### src/rtl/tdc_phase_decoder_if.sv
// rtl/tdc_phase_decoder_if.sv - sample inputs and phase-increment outputs of the TDC front end
interface tdc_phase_decoder_if #(
  parameter int CNT_W = 7,
  parameter int PH_W  = 16,
  parameter int INT_W = 12,
  parameter int FRA_W = 8
);
  logic             en;
  logic [CNT_W-1:0] counter_in;
  logic [PH_W-1:0]  phase_in;
  logic [INT_W-1:0] tdc_word;
  logic [FRA_W-1:0] tdc_frac;
  logic             tdc_valid;
  logic             gain_valid;
  logic             bubble_err;

  modport master (
    output en, counter_in, phase_in,
    input  tdc_word, tdc_frac, tdc_valid, gain_valid, bubble_err
  );

  modport slave (
    input  en, counter_in, phase_in,
    output tdc_word, tdc_frac, tdc_valid, gain_valid, bubble_err
  );
endinterface

### src/rtl/tdc_phase_decoder.sv
// rtl/tdc_phase_decoder.sv - delay-line decode, period-normalised fractional phase, wrap-aware increment
module tdc_phase_decoder #(
  parameter int CNT_W    = 7,
  parameter int PH_W     = 16,
  parameter int INT_W    = 12,
  parameter int FRA_W    = 8,
  parameter int AVG_LOG2 = 4
) (
  input logic                clk,
  input logic                rst,
  tdc_phase_decoder_if.slave bus
);
  localparam int EP_W  = $clog2(PH_W + 1);
  localparam int SUM_W = EP_W + AVG_LOG2;
  localparam int REM_W = SUM_W + 1;
  localparam int NS_W  = AVG_LOG2 + 1;
  localparam int DC_W  = (FRA_W > 1) ? $clog2(FRA_W) : 1;
  localparam int P_W   = CNT_W + FRA_W;
  localparam int PR_W  = EP_W + FRA_W;

  localparam logic [NS_W-1:0]  NS_LAST  = NS_W'(2 ** AVG_LOG2 - 1);
  localparam logic [REM_W-1:0] REM_INIT = REM_W'(2 ** AVG_LOG2);
  localparam logic [DC_W-1:0]  DC_LAST  = DC_W'(FRA_W - 1);

  typedef enum logic [1:0] {ST_ACC, ST_DIV, ST_LOAD} state_t;

  // S1 sample registers
  logic [CNT_W-1:0] cnt1_q;
  logic [PH_W-1:0]  ph1_q;
  logic             v1_q;
  // S2 decoded registers
  logic [CNT_W-1:0] cnt2_q;
  logic [FRA_W-1:0] frac2_q;
  logic             v2_q;
  logic             bub2_q;
  // S3 output registers
  logic [INT_W-1:0] word3_q;
  logic [FRA_W-1:0] frac3_q;
  logic             valid3_q;
  logic             first_q;
  logic [P_W-1:0]   pprev_q;
  // gain estimator
  state_t           state_q, state_d;
  logic [SUM_W-1:0] sum_q, sum_d;
  logic [NS_W-1:0]  ns_q, ns_d;
  logic [REM_W-1:0] rem_q, rem_d, rem_sh;
  logic [FRA_W-1:0] quo_q, quo_d;
  logic [DC_W-1:0]  dcnt_q, dcnt_d;
  logic [FRA_W-1:0] gain_q, gain_d;
  logic             gain_valid_q, gain_valid_d;

  // decode signals
  logic [PH_W+1:0]  ph_ext;
  logic [PH_W-1:0]  bc;
  logic             edge_found, per_found, smp_take, bubble_now;
  logic [EP_W-1:0]  edge_idx, per_idx, edge_pos, per_smp;
  logic [PR_W-1:0]  prod;
  logic [FRA_W-1:0] frac_sat;
  logic [P_W-1:0]   p_cur, p_diff;

  // Line ends replicate their edge cell so the end cells vote with themselves
  assign ph_ext = {ph1_q[PH_W-1], ph1_q, ph1_q[0]};

  // Majority-of-three bubble correction over each cell and its neighbours
  always_comb begin
    bc = '0;
    for (int i = 0; i < PH_W; i++) begin
      bc[i] = (ph_ext[i] & ph_ext[i+1]) | (ph_ext[i] & ph_ext[i+2]) | (ph_ext[i+1] & ph_ext[i+2]);
    end
  end

  // First 1->0 transition gives the phase edge; the next 0->1 after it closes a half period
  always_comb begin
    edge_found = 1'b0;
    edge_idx   = '0;
    per_found  = 1'b0;
    per_idx    = '0;
    for (int i = 0; i < PH_W - 1; i++) begin
      if (!edge_found && bc[i] && !bc[i+1]) begin
        edge_found = 1'b1;
        edge_idx   = EP_W'(i);
      end
    end
    for (int j = 1; j < PH_W - 1; j++) begin
      if (edge_found && !per_found && (EP_W'(j) > edge_idx) && !bc[j] && bc[j+1]) begin
        per_found = 1'b1;
        per_idx   = EP_W'(j);
      end
    end
  end

  assign edge_pos   = edge_found ? (edge_idx + EP_W'(1)) : EP_W'(PH_W);
  assign per_smp    = (per_idx - edge_idx) << 1;
  assign smp_take   = v1_q & edge_found & per_found;
  assign bubble_now = (bc != ph1_q);
  assign prod       = {{FRA_W{1'b0}}, edge_pos} * {{EP_W{1'b0}}, gain_q};
  assign frac_sat   = !gain_valid_q ? '0 : ((|prod[PR_W-1:FRA_W]) ? '1 : prod[FRA_W-1:0]);
  assign p_cur      = {cnt2_q, frac2_q};
  assign p_diff     = p_cur - pprev_q;
  assign rem_sh     = {rem_q[REM_W-2:0], 1'b0};

  // S1: capture the ripple count and delay-line snapshot
  always_ff @(posedge clk or posedge rst) begin
    if (rst) begin
      cnt1_q <= '0;
      ph1_q  <= '0;
      v1_q   <= 1'b0;
    end else if (bus.en) begin
      cnt1_q <= bus.counter_in;
      ph1_q  <= bus.phase_in;
      v1_q   <= 1'b1;
    end
  end

  // S2: register count, normalised fraction and the bubble flag
  always_ff @(posedge clk or posedge rst) begin
    if (rst) begin
      cnt2_q  <= '0;
      frac2_q <= '0;
      v2_q    <= 1'b0;
      bub2_q  <= 1'b0;
    end else if (bus.en) begin
      cnt2_q  <= cnt1_q;
      frac2_q <= frac_sat;
      v2_q    <= v1_q;
      bub2_q  <= v1_q & bubble_now;
    end
  end

  // S3: modular difference against the previous phase; the first sample only seeds it
  always_ff @(posedge clk or posedge rst) begin
    if (rst) begin
      word3_q  <= '0;
      frac3_q  <= '0;
      valid3_q <= 1'b0;
      first_q  <= 1'b1;
      pprev_q  <= '0;
    end else if (bus.en && v2_q) begin
      pprev_q <= p_cur;
      first_q <= 1'b0;
      if (!first_q) begin
        valid3_q <= 1'b1;
        word3_q  <= INT_W'(p_diff[P_W-1:FRA_W]);
        frac3_q  <= p_diff[FRA_W-1:0];
      end
    end
  end

  // Gain estimator: accumulate half-period samples, divide, then publish the new gain
  always_comb begin
    state_d      = state_q;
    sum_d        = sum_q;
    ns_d         = ns_q;
    rem_d        = rem_q;
    quo_d        = quo_q;
    dcnt_d       = dcnt_q;
    gain_d       = gain_q;
    gain_valid_d = gain_valid_q;
    unique case (state_q)
      ST_ACC: begin
        if (smp_take) begin
          sum_d = sum_q + SUM_W'(per_smp);
          ns_d  = ns_q + NS_W'(1);
          if (ns_q == NS_LAST) begin
            state_d = ST_DIV;
            rem_d   = REM_INIT;
            quo_d   = '0;
            dcnt_d  = '0;
          end
        end
      end
      ST_DIV: begin
        if (rem_sh >= {1'b0, sum_q}) begin
          rem_d = rem_sh - {1'b0, sum_q};
          quo_d = {quo_q[FRA_W-2:0], 1'b1};
        end else begin
          rem_d = rem_sh;
          quo_d = {quo_q[FRA_W-2:0], 1'b0};
        end
        dcnt_d = dcnt_q + DC_W'(1);
        if (dcnt_q == DC_LAST) state_d = ST_LOAD;
      end
      ST_LOAD: begin
        gain_d       = quo_q;
        gain_valid_d = 1'b1;
        sum_d        = '0;
        ns_d         = '0;
        state_d      = ST_ACC;
      end
      default: state_d = ST_ACC;
    endcase
  end

  // Gain estimator state; a reset mid-divide drops the partial quotient
  always_ff @(posedge clk or posedge rst) begin
    if (rst) begin
      state_q      <= ST_ACC;
      sum_q        <= '0;
      ns_q         <= '0;
      rem_q        <= '0;
      quo_q        <= '0;
      dcnt_q       <= '0;
      gain_q       <= '0;
      gain_valid_q <= 1'b0;
    end else if (bus.en) begin
      state_q      <= state_d;
      sum_q        <= sum_d;
      ns_q         <= ns_d;
      rem_q        <= rem_d;
      quo_q        <= quo_d;
      dcnt_q       <= dcnt_d;
      gain_q       <= gain_d;
      gain_valid_q <= gain_valid_d;
    end
  end

  assign bus.tdc_word   = word3_q;
  assign bus.tdc_frac   = frac3_q;
  assign bus.tdc_valid  = valid3_q;
  assign bus.gain_valid = gain_valid_q;
  assign bus.bubble_err = bub2_q;
endmodule
### src/flat_wrapper.sv
// flat-port wrapper written by rule: the top's interface ports become plain ports
module tdc_phase_decoder_flat 
#(
  parameter int CNT_W    = 7,
  parameter int PH_W     = 16,
  parameter int INT_W    = 12,
  parameter int FRA_W    = 8,
  parameter int AVG_LOG2 = 4
)
  (clk, rst, bus_en, bus_counter_in, bus_phase_in, bus_tdc_word, bus_tdc_frac, bus_tdc_valid, bus_gain_valid, bus_bubble_err);
  tdc_phase_decoder_if #(.CNT_W(CNT_W), .PH_W(PH_W), .INT_W(INT_W), .FRA_W(FRA_W)) bus_i ();
  input logic clk;
  input logic rst;
  input wire logic [$bits(bus_i.en)-1:0] bus_en;
  input wire logic [$bits(bus_i.counter_in)-1:0] bus_counter_in;
  input wire logic [$bits(bus_i.phase_in)-1:0] bus_phase_in;
  output wire logic [$bits(bus_i.tdc_word)-1:0] bus_tdc_word;
  output wire logic [$bits(bus_i.tdc_frac)-1:0] bus_tdc_frac;
  output wire logic [$bits(bus_i.tdc_valid)-1:0] bus_tdc_valid;
  output wire logic [$bits(bus_i.gain_valid)-1:0] bus_gain_valid;
  output wire logic [$bits(bus_i.bubble_err)-1:0] bus_bubble_err;
  assign bus_i.en = bus_en;
  assign bus_i.counter_in = bus_counter_in;
  assign bus_i.phase_in = bus_phase_in;
  assign bus_tdc_word = bus_i.tdc_word;
  assign bus_tdc_frac = bus_i.tdc_frac;
  assign bus_tdc_valid = bus_i.tdc_valid;
  assign bus_gain_valid = bus_i.gain_valid;
  assign bus_bubble_err = bus_i.bubble_err;
  tdc_phase_decoder #(.CNT_W(CNT_W), .PH_W(PH_W), .INT_W(INT_W), .FRA_W(FRA_W), .AVG_LOG2(AVG_LOG2)) u_core (.clk(clk), .rst(rst), .bus(bus_i));
endmodule
### config.mk
export PLATFORM = sky130hd
export DESIGN_NAME = tdc_phase_decoder_flat
export DESIGN_NICKNAME = d
export VERILOG_FILES = /design/src/rtl/tdc_phase_decoder_if.sv /design/src/rtl/tdc_phase_decoder.sv /design/src/flat_wrapper.sv
export SDC_FILE = /design/constraint.sdc
export NUM_CORES = 1
export LEC_CHECK = 0
export ABC_AREA = 1
export CORE_MARGIN = 2
export CORE_UTILIZATION = 30
export DETAILED_ROUTE_END_ITERATION = 7
export PLACE_DENSITY = 0.54
export SYNTH_ARGS = -nofsm -noshare
export SYNTH_HDL_FRONTEND = slang
export SYNTH_SLANG_ARGS = --single-unit
export TNS_END_PERCENT = 10
### constraint.sdc
create_clock -name clk -period 7.75 [get_ports clk]
set_input_delay 1.55 -clock clk [delete_from_list [all_inputs] [get_ports clk]]
set_output_delay 1.55 -clock clk [all_outputs]
set_load 0.005 [all_outputs]
==> Word level (Yosys, flattened, before mapping) <==
Index checks and enable logic that the tools add are counted.
{ "word_totals": {"register_bits": 118, "inputBits": 26, "out_inout_bits": 23, "wordCells": 330} }
{ "op_classes": {"n_addsub": 7, "n_mul": 1, "magnitude_cmp": 15, "n_eq_ne": 8, "n_mux": 79, "n_bitwise": 64, "reduce_logical": 136} }
{ "ops": {"columns": ["op", "count"], "rows": [
  ["logical AND 1 bit", 85],
  ["2-to-1 mux 4 bit", 14],
  ["zero test 1 bit", 42],
  ["2-to-1 mux 9 bit", 4],
  ["one-hot mux 9 bit (2 select lines)", 2],
  ["AND 1 bit", 32],
  ["2-to-1 mux 1 bit", 32],
  ["2-to-1 mux 8 bit", 4],
  ["bitwise OR 1 bit", 31],
  ["2-to-1 mux 3 bit", 10],
  ["greater-than comparator 4 bit (first input constant)", 7],
  ["greater-than comparator 3 x 4 -> 1 bit (first input constant)", 4],
  ["!= test 16 bit", 1],
  ["one-hot mux 8 bit (2 select lines)", 1],
  ["subtractor 15 bit", 1],
  ["2-to-1 mux 2 bit", 7],
  ["multiplier 5 x 8 -> 13 bit", 1],
  ["greater-or-equal comparator 10 x 9 -> 1 bit", 1],
  ["2-to-1 mux 5 bit", 2],
  ["one-hot mux 5 bit (2 select lines)", 1],
  ["adder 9 x 5 -> 9 bit", 1],
  ["subtractor 9 bit", 1],
  ["greater-than comparator 2 x 4 -> 1 bit (first input constant)", 2],
  ["AND reduction 4 bit", 2],
  ["18 further kinds", 22]
]} }

==> Logic depth before layout (Yosys ltp) <==
{ "depth": {"word_depth": 149, "mapped_depth": 42} }

==> Least setup slack after synthesis <==
Ideal clock, no wire load.
{ "synth_timing": {"path_kind": "reg-to-reg", "startpoint": "register u_core.ph1_q[3]", "endpoint": "register u_core.frac2_q[7]", "arrival_time_ns": 5.828, "t_required_ns": 7.614, "slack_ns": 1.786, "stages_incl_launch_ff": 32, "n_path_buf": 0, "period_less_slack_ns": 5.964, "cell_sequence": "dfrtp_1 nand2_2 nand3_1 nand2_2 nand2_2 nor2_4 nand4_4 nor2_8 nand4_2 nand2_2 ha_1 inv_1 o21ai_0 nand2_1 fa_1 fa_1 fa_1 inv_1 ha_1 inv_1 o31ai_1 inv_1 o31ai_1 a21oi_1 o21ai_0 a21oi_1 nor2_1 nor2_1 xor2_1 nand3_1 o21ai_0 o21ai_0"} }
{ "synth_between": {"elab_chain_cells": 64, "word_cells_on_any_way": 87} }
{ "synth_lines": {"columns": ["item", "line", "source"], "rows": [
  ["start: declaration", "tdc_phase_decoder.sv:29", "logic [PH_W-1:0] ph1_q;"],
  ["start signal: assignment", "tdc_phase_decoder.sv:110", "ph1_q <= bus.phase_in;"],
  ["AND 1 bit", "tdc_phase_decoder.sv:68", "bc[i] = (ph_ext[i] & ph_ext[i+1]) | (ph_ext[i] & ph_ext[i+2]) | (ph_ext[i+1] & ph_ext[i+2]);"],
  ["bitwise OR 1 bit (2 in series)", "tdc_phase_decoder.sv:68", null],
  ["zero test 1 bit", "tdc_phase_decoder.sv:79", "if (!edge_found && bc[i] && !bc[i+1]) begin"],
  ["logical AND 1 bit", "tdc_phase_decoder.sv:79", null],
  ["2-to-1 mux 1 bit", "tdc_phase_decoder.sv:79", null],
  ["zero test 1 bit", "tdc_phase_decoder.sv:79", null],
  ["logical AND 1 bit (2 in series)", "tdc_phase_decoder.sv:79", null],
  ["2-to-1 mux 1 bit", "tdc_phase_decoder.sv:79", null],
  ["[44 not listed]", null, null],
  ["zero test 1 bit", "tdc_phase_decoder.sv:79", null],
  ["logical AND 1 bit (2 in series)", "tdc_phase_decoder.sv:79", null],
  ["2-to-1 mux 4 bit", "tdc_phase_decoder.sv:79", null],
  ["adder 4 x 1 -> 5 bit", "tdc_phase_decoder.sv:92", "assign edge_pos = edge_found ? (edge_idx + EP_W'(1)) : EP_W'(PH_W);"],
  ["2-to-1 mux 5 bit *", "tdc_phase_decoder.sv:92", null],
  ["multiplier 5 x 8 -> 13 bit *", "tdc_phase_decoder.sv:96", "assign prod = {{FRA_W{1'b0}}, edge_pos} * {{EP_W{1'b0}}, gain_q};"],
  ["OR reduction 5 bit", "tdc_phase_decoder.sv:97", "assign frac_sat = !gain_valid_q ? '0 : ((|prod[PR_W-1:FRA_W]) ? '1 : prod[FRA_W-1:0]);"],
  ["2-to-1 mux 8 bit * (2 in series)", "tdc_phase_decoder.sv:97", null],
  ["end signal: assignment", "tdc_phase_decoder.sv:124", "frac2_q <= frac_sat;"],
  ["end: declaration", "tdc_phase_decoder.sv:33", "logic [FRA_W-1:0] frac2_q;"]
]} }
Every way passes the cells marked *; elsewhere a longest branch is shown, timed or not.
A chain may end at the register's enable or synchronous reset.

==> Worst setup path after layout <==
{ "layout_timing": {"startpoint": "register u_core.ph1_q[3]", "endpoint": "register u_core.frac2_q[1]"} }
The elaborated chain is that of the path after synthesis.

==> impl_metrics.env <==
export IMPL_rsz0062_at_grt="no"
export IMPL_ioPinCount=49
export IMPL_grt_pass1_wl_mm=32.12
export IMPL_finalSetupViolations=0
export IMPL_start_util=0.3046
export IMPL_core_sq_um=27780
export IMPL_leakage_nw=4.976
export IMPL_cts_repair_resized=0
export IMPL_cap_violations=0
export IMPL_pwr_share_comb=0.481
export IMPL_ys_ff_latch=117
export IMPL_fin_nets=1269
export IMPL_postRouteAntennaNets=0
export IMPL_firstDrtPassIters=5
export IMPL_antenna_found_initial=0
export IMPL_tns_ns=0
export IMPL_syn_to_final_growth_pct=15.82
export IMPL_hpwl_mm=14.24
export IMPL_cts_max_path_buffers=2
export IMPL_numCtsBuffers=17
export IMPL_gp_congestion=0.8513
export IMPL_switchingPower_w=0.001318
export IMPL_cp_end_kind="flip-flop"
export IMPL_syn_area_sq_um=8462
export IMPL_die_w_microns=171.9
export IMPL_num_vias=6966
export IMPL_slew_headroom=0.3216
export IMPL_ir_drop_v=0.0001567
export IMPL_status="finished clean"
export IMPL_regArea_sq_um=2929
export IMPL_postCtsSetupBuffers=0
export IMPL_fin_crit_ns=6.688
export IMPL_crit_type="reg -> reg"
export IMPL_tightest_slew_ns=1.014
export IMPL_wire_per_inst_microns=12.13
export IMPL_drc=0
export IMPL_die_area_sq_um=29570
export IMPL_portBuffers=43
export IMPL_rows=61
export IMPL_crit_family="adder cells"
export IMPL_hold_violations=0
export IMPL_die_h_microns=171.9
export IMPL_crit_buf_inv=4
export IMPL_multi_input_area_sq_um=4674
export IMPL_root_buffer="clkbuf_16"
export IMPL_hold_buffers=0
export IMPL_cpMaxStageDelayCell="fa_1"
export IMPL_utilization=0.3528
export IMPL_swShare=0.4216
export IMPL_path_max_fanout=9
export IMPL_final_common_cell="nand2_1"
export IMPL_hp_class="reg -> reg"
export IMPL_track_usage=0.1350
export IMPL_most_common_layout_cells="nand2_1 (258), inv_1 (186), dfrtp_1 (116), nor2_1 (113), o21ai_0 (89)"
export IMPL_grt_ovfl_total=0
export IMPL_p_int_w=0.001809
export IMPL_cp_data_required_time_ns=8.02
export IMPL_final_setup_skew_ns=0.01030
export IMPL_synth_warnings=0
export IMPL_cts_tree="done"
export IMPL_clkTransAtPathRegs_ns=0.06
export IMPL_p_clk_frac=0.240
export IMPL_pwr_share_seq=0.279
export IMPL_diodes=0
export IMPL_clk_latency_ns=0.42
export IMPL_arrival_ns=6.96
export IMPL_via_per_inst=4.480
export IMPL_synthCells=1123
export IMPL_grt_max_degree=68
export IMPL_cts_sinks=117
export IMPL_drtIter0Drc=451
export IMPL_drt_wl_total_mm=18.86
export IMPL_ys_async_sr_fraction=1.000
export IMPL_ys_seq_area_frac=0.3461
export IMPL_fmax_mhz=149.5
export IMPL_ys_types=47
export IMPL_slowest_delay_ns=0.54
export IMPL_syn_avg_cell_area_sq_um=7.535
export IMPL_h_tree_depth=4
export IMPL_fillers=2998
export IMPL_synth_ff_type="dfrtp_1"
export IMPL_slew_violations=0
export IMPL_fin_crit_sh=0.8629
export IMPL_power_density_nw_per_um2=319.0
export IMPL_critPathLaunchType="flip-flop"
export IMPL_final_layout_size_suffix_gt1_frac=0.08496
export IMPL_synth_edf_count=0
export IMPL_grt_pass1_vias=6625
[through the flow]
step	instances	total power [W]	setup slack [ns]	hold slack, ns	cell area, sq um
2_1_floorplan	1127	0.002049	1.786	0.4422	8477
3_3_place_gp	1524	0.002376	1.243	0.4527	9244
3_5_place_dp	1524	0.002394	1.089	0.4596	9244
4_1_cts	1555	0.003171	1.049	0.4770	9801
5_1_grt	1555	0.003461	0.3878	0.5022	9801
6_report	1555	0.003127	1.062	0.4754	9801
[metal layers]
layer | vias up | routed length (microns) | global-route usage
met1 | 3237 | 9332 | 0.1797
met2 | 79 | 8922 | 0.2268
met4 | 0 | 96 | 0.02558
met3 | 6 | 506 | 0.02976
li1 | 3644 | - | -
met5 | - | 0 | 0
[path summary, 6_finish.rpt]
check	from	to	slack, ns	depth (start not counted)
max in group asynchronous	rst	u_core.pprev_q[12]	4.89	3
worst max register to register	u_core.ph1_q[3]	u_core.frac2_q[1]	1.06	31
worst min-delay path	u_core.cnt1_q[4]	u_core.cnt1_q[4]	0.48	2
min in group asynchronous	rst	u_core.gain_q[7]	1.61	2
worst min register to register	u_core.cnt1_q[4]	u_core.cnt1_q[4]	0.48	2
worst max-delay path	u_core.ph1_q[3]	u_core.frac2_q[1]	1.06	31
[tightest hold or removal path, stage by stage, from the launching register on]
cell and delay, ns:
dfrtp_1 0.35, nand2_1 0.05, nand2_1 0.05
[power by group through the flow]
stage	logic [W]	clock network [W]	registers, W
2_1_floorplan	0.00119	0	0.000862
3_3_place_gp	0.00150	0	0.000879
3_5_place_dp	0.00151	0	0.000882
4_1_cts	0.00152	0.000775	0.000872
5_1_grt	0.00176	0.000804	0.000896
6_report	0.00150	0.000751	0.000872
[cell usage after synthesis, types with 9 or more instances]
library cell | instances | share of area
a21oi_1 | 55 | 0.033
clkbuf_1 | 17 | 0.0075
dfrtp_1 | 116 | 0.34
fa_1 | 21 | 0.050
ha_1 | 57 | 0.084
inv_1 | 187 | 0.083
nand2_1 | 258 | 0.11
nand2_2 | 19 | 0.014
nand3_1 | 41 | 0.024
nand4_1 | 9 | 0.0067
nor2_1 | 113 | 0.050
nor3_1 | 10 | 0.0059
o21ai_0 | 89 | 0.053
o21ai_1 | 10 | 0.0059
o21ai_2 | 9 | 0.0093
xor2_1 | 17 | 0.018
[layout make-up]
cell class,count,area share
Multi-Input combinational cell,792,0.4770
Sequential cell,117,0.2989
Inverter,191,0.07341
Tap cell,378,0.04826
Timing Repair Buffer,46,0.04570
Clock buffer,17,0.04341
Clock inverter,14,0.01340
[cells by family (layout without fill, tap and decap cells)]
kind of cell,count (synthesis),in the layout,synth area share
AO/OA/AOI/OAI,197,197,0.1303
XOR/XNOR,21,21,0.02174
adder cells (fa/ha/maj),78,78,0.1340
buffers and inverters,218,268,0.1032
flip-flops,117,117,0.3461
other,1,5,0.0004432
AND/OR/NAND/NOR,491,491,0.2642
[registers in the layout, summed over array words and instances, names as in the netlist, 5 cells and up]
name and flops:
u_core.bus.tdc_word 7, u_core.sum_q 8, u_core.pprev_q 15, u_core.cnt2_q 7, u_core.ns_q 5, u_core.quo_q 8, u_core.gain_q 8, u_core.frac2_q 8
u_core.bus.tdc_frac 8, u_core.ph1_q 16, u_core.cnt1_q 7, u_core.rem_q 9
Power figures use the tool's default switching activity.
